$ cat src/rtl/sram_frame_writer.sv
// sram_frame_writer
//   Turns the delayed capture-window enable, pixel stream and line markers
//   into SRAM write cycles.  Exactly one H_ACTIVE x V_ACTIVE frame is stored
//   per capture window.  Each pixel's address is line_base + pixel offset,
//   and line_base steps by LINE_STRIDE at every line end.
//   All state changes on the falling edge of DDT_Clock.  Reset is
//   asynchronous and active high.
// Ports:
//   DDT_Clock, Reset                  : clock (falling-edge active), async reset
//   Wr_En_n                           : capture window, active low
//   Pix_Data/Pix_Valid                : pixel word and its qualifier
//   Line_Start/Line_End               : line markers (first pixel / cycle after last)
//   Sram_Addr/Data/WE_n/CE_n          : SRAM write interface (registered)
//   Frame_Done, Frame_Abort, Line_Idx : sequencer status
//   Pix_Overflow, Line_Short          : sticky line-geometry errors
module sram_frame_writer #(
  parameter int ADDR_W      = 19,
  parameter int DATA_W      = 27,
  parameter int H_ACTIVE    = 640,
  parameter int V_ACTIVE    = 480,
  parameter int LINE_STRIDE = 1024
) (
  input  logic              DDT_Clock,
  input  logic              Reset,
  input  logic              Wr_En_n,
  input  logic [DATA_W-1:0] Pix_Data,
  input  logic              Pix_Valid,
  input  logic              Line_Start,
  input  logic              Line_End,
  output logic [ADDR_W-1:0] Sram_Addr,
  output logic [DATA_W-1:0] Sram_Data,
  output logic              Sram_WE_n,
  output logic              Sram_CE_n,
  output logic              Frame_Done,
  output logic              Frame_Abort,
  output logic [15:0]       Line_Idx,
  output logic              Pix_Overflow,
  output logic              Line_Short
);
  localparam int CW = $clog2(H_ACTIVE + 1);

  typedef enum logic [1:0] {IDLE, ARMED, ACTIVE, DONE} state_t;

  state_t              state_q, state_d;
  logic [CW-1:0]       pix_cnt_q, pix_cnt_d;
  logic [ADDR_W-1:0]   base_q, base_d;
  logic [15:0]         idx_q, idx_d;
  logic [ADDR_W-1:0]   addr_q, addr_d;
  logic [DATA_W-1:0]   data_q, data_d;
  logic                we_n_q, we_n_d;
  logic                abort_q, abort_d;
  logic                ovf_q, ovf_d;
  logic                short_q, short_d;

  // Effective counters after any line end taken this cycle; the pixel write
  // (if any) is then applied on top of them.
  logic [CW-1:0]       cnt_v;
  logic [ADDR_W-1:0]   base_v;
  logic                take_pix;

  always_ff @(negedge DDT_Clock or posedge Reset) begin
    if (Reset) begin
      state_q   <= IDLE;
      pix_cnt_q <= '0;
      base_q    <= '0;
      idx_q     <= '0;
      addr_q    <= '0;
      data_q    <= '0;
      we_n_q    <= 1'b1;
      abort_q   <= 1'b0;
      ovf_q     <= 1'b0;
      short_q   <= 1'b0;
    end else begin
      state_q   <= state_d;
      pix_cnt_q <= pix_cnt_d;
      base_q    <= base_d;
      idx_q     <= idx_d;
      addr_q    <= addr_d;
      data_q    <= data_d;
      we_n_q    <= we_n_d;
      abort_q   <= abort_d;
      ovf_q     <= ovf_d;
      short_q   <= short_d;
    end
  end

  always_comb begin
    state_d  = state_q;
    idx_d    = idx_q;
    addr_d   = addr_q;
    data_d   = data_q;
    we_n_d   = 1'b1;
    abort_d  = 1'b0;
    ovf_d    = ovf_q;
    short_d  = short_q;
    cnt_v    = pix_cnt_q;
    base_v   = base_q;
    take_pix = 1'b0;

    case (state_q)
      IDLE: begin
        if (!Wr_En_n) begin
          state_d = ARMED;
          cnt_v   = '0;
          base_v  = '0;
          idx_d   = '0;
          ovf_d   = 1'b0;
          short_d = 1'b0;
        end
      end
      ARMED: begin
        if (Wr_En_n) begin
          state_d = IDLE;
          abort_d = 1'b1;
        end else if (Line_Start) begin
          state_d  = ACTIVE;
          take_pix = Pix_Valid;
        end
      end
      ACTIVE: begin
        if (Wr_En_n) begin
          state_d = IDLE;
          abort_d = 1'b1;
        end else begin
          take_pix = Pix_Valid;
          // A Line_Start without a preceding Line_End closes the current line
          // exactly as Line_End would, then opens the next one.
          if (Line_End || Line_Start) begin
            if (pix_cnt_q < CW'(H_ACTIVE)) short_d = 1'b1;
            cnt_v    = '0;
            base_v   = base_q + ADDR_W'(LINE_STRIDE);
            idx_d    = idx_q + 16'd1;
            take_pix = Pix_Valid && Line_Start;
            if (idx_q == 16'(V_ACTIVE - 1)) begin
              state_d  = DONE;
              take_pix = 1'b0;
            end else if (!Line_Start) begin
              state_d = ARMED;
            end
          end
        end
      end
      DONE: begin
        if (Wr_En_n) state_d = IDLE;
      end
      default: state_d = IDLE;
    endcase

    if (take_pix) begin
      if (cnt_v < CW'(H_ACTIVE)) begin
        addr_d = base_v + ADDR_W'(cnt_v);
        data_d = Pix_Data;
        we_n_d = 1'b0;
        cnt_v  = cnt_v + CW'(1);
      end else begin
        ovf_d = 1'b1;
      end
    end

    pix_cnt_d = cnt_v;
    base_d    = base_v;
  end

  assign Sram_Addr    = addr_q;
  assign Sram_Data    = data_q;
  assign Sram_WE_n    = we_n_q;
  assign Sram_CE_n    = !(state_q == ARMED || state_q == ACTIVE);
  assign Frame_Done   = (state_q == DONE);
  assign Frame_Abort  = abort_q;
  assign Line_Idx     = idx_q;
  assign Pix_Overflow = ovf_q;
  assign Line_Short   = short_q;
endmodule

$ cat config.mk
export PLATFORM = sky130hd
export DESIGN_NAME = sram_frame_writer
export DESIGN_NICKNAME = d
export VERILOG_FILES = /design/src/rtl/sram_frame_writer.sv
export SDC_FILE = /design/constraint.sdc
export NUM_CORES = 1
export LEC_CHECK = 0
export ABC_AREA = 1
export CORE_MARGIN = 2
export CORE_UTILIZATION = 45
export DETAILED_ROUTE_END_ITERATION = 8
export GPL_TIMING_DRIVEN = 0
export MAX_ROUTING_LAYER = met4
export PLACE_DENSITY = 0.74
export RECOVER_POWER = 50
export SKIP_CTS_REPAIR_TIMING = 1
export SLEW_MARGIN = 10
export SYNTH_ARGS = -nofsm -noshare
export SYNTH_HDL_FRONTEND = slang
export SYNTH_SLANG_ARGS = --single-unit
$ cat constraint.sdc
create_clock -name DDT_Clock -period 3.26 [get_ports DDT_Clock]
set_input_delay 0.489 -clock DDT_Clock [delete_from_list [all_inputs] [get_ports DDT_Clock]]
set_output_delay 0.489 -clock DDT_Clock [all_outputs]
set_load 0.02 [all_outputs]
* Word-level counts from Yosys, hierarchy flattened
Cells that the tools add are included.
Word-level totals: bits in registers 97, output and inout port bits 68
Cells by class: add/subtract/negate cells 4, order comparisons 2, equal/unequal tests 12, mux-type cells 42, reductions and logical operators 11
Operators with widths (count):
- $mux 19 | 3
- $mux 10 | 5
- $mux 16 | 3
- $pmux 19 s2 | 1
- $pmux 16 s2 | 1
- $lt 10x10->1 const B | 2
- $pmux 10 s2 | 1
- $add 19x10->19 | 1
- $add 19x11->19 const B | 1
- $mux 1 | 17
- $add 16x1->16 const B | 1
- $eq 16x9->1 const B | 1
- $mux 2 | 8
- $add 10x1->10 const B | 1
- $ne 2x2->1 const B | 5
- $reduce_and 5->1 | 2
- $pmux 2 s4 | 1
- $ne 3x3->1 const B | 2
- $eq 2x2->1 const B | 2
- $ne 4x4->1 const B | 1
- $pmux 1 s2 | 2
- $reduce_and 4->1 | 1
- $eq 2x1->1 const B | 1
- $logic_not 2->1 | 1
- other kinds (6) | 7

* Logic depth before layout (Yosys ltp)
word-level depth 7, mapped depth 23, depth with buffers taken out 21

==> impl_metrics.toml <==
[place]
dp_cells = 919
dp_hpwl_um = 9250
gp_routability_congestion = 0.910
post-place-ws_ns = -1.63
post_dp_cell_area_um2 = 6610
place.port_buffers = 99

[finish]
post-route-cell-area_um2 = 8260
num-fill-cells = 742
ff_latch_area_um2 = 2430
fin_cells = 1001
drive_above_1_share_pct = 31.5
growth_of_design_area_from_synthesis_to_finish_pct = 58.7
core_utilization_of_the_finished_layout_pct = 72.7
multi_input_gate_area_in_the_final_layout_um2 = 2970
finalNetCount = 904
num_antenna_cells = 0

[worst_setup_path]
worst-endpoint-required_ns = 1.82
ff2ff_setup_slack_ns = -0.04
timing.reg2reg.worst_path_depth = 19
cpMaxStageDelayCell = "sky130_fd_sc_hd__nor3_4"
critPathCapture = "Sram_Addr[12]$_DFFE_NP0P_"
critical_path.reg2reg.startpoint = "state_q[0]$_DFFE_NP0P_"
crit_buf_inv = 5
endpoint_type_of_the_worst_setup_path = "flip-flop"
critical_path.cell_chain = "buf_12, nor3_4, inv_2, buf_8, nand2_4, inv_4, ha_4, a21oi_2, nand2_1, nand2_2, nand3_4, buf_6, nand2_2, nor2_1, o21ai_1, nand2_1"
timing.critical_path.from_type = "input pin"
crit_path_start = "Wr_En_n"
critPathTopFamily = "simple AND/OR/NAND/NOR gates"
crit_path_max_incr_delay_ns = 0.29
setup.worst_path.class = "input pin to flip-flop"
regToRegEndpoint = "Sram_Addr[12]$_DFFE_NP0P_"
critical_path_cell_count = 16
crit_path_max_fanout = 7
timing.critical_path.arrival_ns = 2.70

[die]
initial_core_util_pct = 45.8
dieArea_um2 = 12400
num_io_pins = 101
floorplan.rows = 39
fp.dieW_um = 112
chipHeight_um = 112
design.core.area_um2 = 11400

[logic_synthesis]
synth_ff_type = "sky130_fd_sc_hd__dfrtn_1"
syn_area_um2 = 5210
synth.top_cells.by_count = "246 x sky130_fd_sc_hd__nand2_1, 96 x sky130_fd_sc_hd__dfrtn_1, 86 x sky130_fd_sc_hd__inv_1, 46 x sky130_fd_sc_hd__nor2_1, 35 x sky130_fd_sc_hd__nand3_1"
postSynthCellCount = 675
synth-warning-count = 0
leading_post_synthesis_cells_by_cell_area = "sky130_fd_sc_hd__dfrtn_1 46%, sky130_fd_sc_hd__nand2_1 18%, sky130_fd_sc_hd__inv_1 6.2%"
synth_seq_area_share_pct = 46.6
async_reset_ff_share_pct = 100
synth_seq_cells = 97
synth.most_common_cell = "sky130_fd_sc_hd__nand2_1"
synth_top_cell_by_area = "sky130_fd_sc_hd__dfrtn_1"
synth_cell_types = 36
synthDominantCellAreaShare_pct = 46.1
synth.net_count = 726
synth_enable_flop_cells = 0
postSynthAreaPerCell_um2 = 7.71

[timing]
unrepaired_setup_endpoints_after_global_routing = "true"
finalWorstSetupSlack_ns = -0.881
final_max_slew_viol_count = 0
worst_slew_pin_tran_ns = 0.594
final-hold-violation-count = 0
final_worst_clock_skew_ns = 0.0625
totalNegativeSetupSlack_ns = -25.67
whs_ns = 0.426
setup_viol_count_final = 57
timing.max_slew.rel_slack_pct = 60.3

[routing]
firstDrtPassIters = 5
vias = 5335
initialDrtViolationCount = 425
drt-wirelength-per-cell_um = 17.3
vias_per_cell = 5.33
post-route-drc-count = 0
wl_um = 17300
detail-route-antenna-nets = 0

[power]
static_leakage_power_nw = 4.85
power_per_cell_area_nw_per_um2 = 582
design_power_total_mw = 4.81
worst_ir_drop_vdd_v = 0.000537

[grt]
global_route.usage.total_pct = 21.3
grt_antenna_before_repair = 0
grt_pass1_wl_um = 21100
grt_remaining_overflow = 0
vias_in_the_first_global_route = 4487
maximum_number_of_pins_on_one_net_before_global_route_repair = 40

[run_status]
violations = "negative setup slack"
status = "complete, but fails checks"

[clock_network]
cts_root_buf = "sky130_fd_sc_hd__clkbuf_16"
htree_num_levels = 3
cts_made_buffers = 9
path_clk_slew_ns = 0.05
worstSkewPairLatency_ns = 0.41
tritoncts = "yes"
clock_sink_count = 97
clock_tree.buffer_depth = 2

[flow_run]
max-cap-violations = 0

[min_path]
min_path_type = "flip-flop to flip-flop"
==> routing by layer <==
metal	vias to the layer above	global-route usage (%)	share of wire (%)
met5	-	-	0
met1	2618	26.7	38
met4	0	5.27	3.5
li1	2460	-	-
met3	43	4.08	5.8
met2	214	35.9	53
==> power breakdown <==
| group | internal [mW] | switching, mW | total [mW] | leakage, nW |
|---|---|---|---|---|
| Sequential | 1.49 | 0.219 | 1.71 | 1.30 |
| Combinational | 0.933 | 1.13 | 2.06 | 3.41 |
| Clock | 0.541 | 0.499 | 1.04 | 0.138 |
==> placed cells by master, fill, tap and decap left out, drive strengths merged <==
cell           synthesis  final
o21ai                 36     36
xnor2                  6      6
o21a                   2      2
dfrtn                 96     96
o31ai                  1      1
nand3b                 1      1
clkinvlp               0      3
o21bai                 4      4
nor2                  59     59
nand4                  8      8
a31oi                  2      2
xor2                  10     10
nor3                   9      9
clkbuf                 2     21
a21boi                 1      1
inv                   92     93
fa                     1      1
ha                    17     17
dlymetal6s2s           0     62
nand3                 36     36
buf                   14     81
a211oi                 1      1
clkdlybuf4s50          0     29
dfstp                  1      1
nand2                253    253
clkinv                 2      4
o22ai                  1      1
a21oi                 20     20
==> state kept, by name (all words and copies together) (netlist names) <==
name,flops
Line_Idx,16
Sram_Addr,19
Pix_Overflow,1
pix_cnt_q,10
base_q,19
Sram_Data,27
state_q,2
Line_Short,1
Sram_WE_n,1
Frame_Abort,1
==> worst min-delay path by stage <==
stage	startpoint	to	slack [ns]	depth (start not counted)
after floorplan	base_q[0]$_DFF_NP0_	base_q[0]$_DFF_NP0_	0.42	2
after global placement	Sram_Data[3]$_DFFE_NP0P_	Sram_Data[3]$_DFFE_NP0P_	0.42	2
after detailed placement	Sram_Addr[0]$_DFFE_NP0P_	Sram_Addr[0]$_DFFE_NP0P_	0.42	2
after CTS	Sram_Data[22]$_DFFE_NP0P_	Sram_Data[22]$_DFFE_NP0P_	0.42	2
after global routing	Sram_Data[17]$_DFFE_NP0P_	Sram_Data[17]$_DFFE_NP0P_	0.44	2
final	Sram_Addr[16]$_DFFE_NP0P_	Sram_Addr[16]$_DFFE_NP0P_	0.43	2
==> cells by family after synthesis <==
family          synth area share [%]
compound gates                  7.11
xor+xnor                        2.69
fa+ha+maj                       4.47
buf+inv                         9.13
flops                           46.6
simple gates                    29.9
==> final cells by class <==
| class | instances | share of cell area (%) |
|---|---|---|
| clock inverter | 7 | 0.545 |
| clock buffer | 10 | 2.89 |
| tap | 143 | 2.17 |
| sequential | 97 | 29.4 |
| inverter | 93 | 4.57 |
| buffer | 14 | 2.27 |
| timing repair buffer | 169 | 22.2 |
| multi-input combinational | 468 | 36.0 |
==> worst reg2reg max path: cells and delay by family, from the launching register on <==
family	cells	cell delay, ns
AOI/OAI and AO/OA	2	0.35
DFF	1	0.48
adders and majority gates	2	0.48
buffers and inverters	7	0.84
and+or+nand+nor	8	0.99
Note: power is estimated with default switching activity, not from simulation.
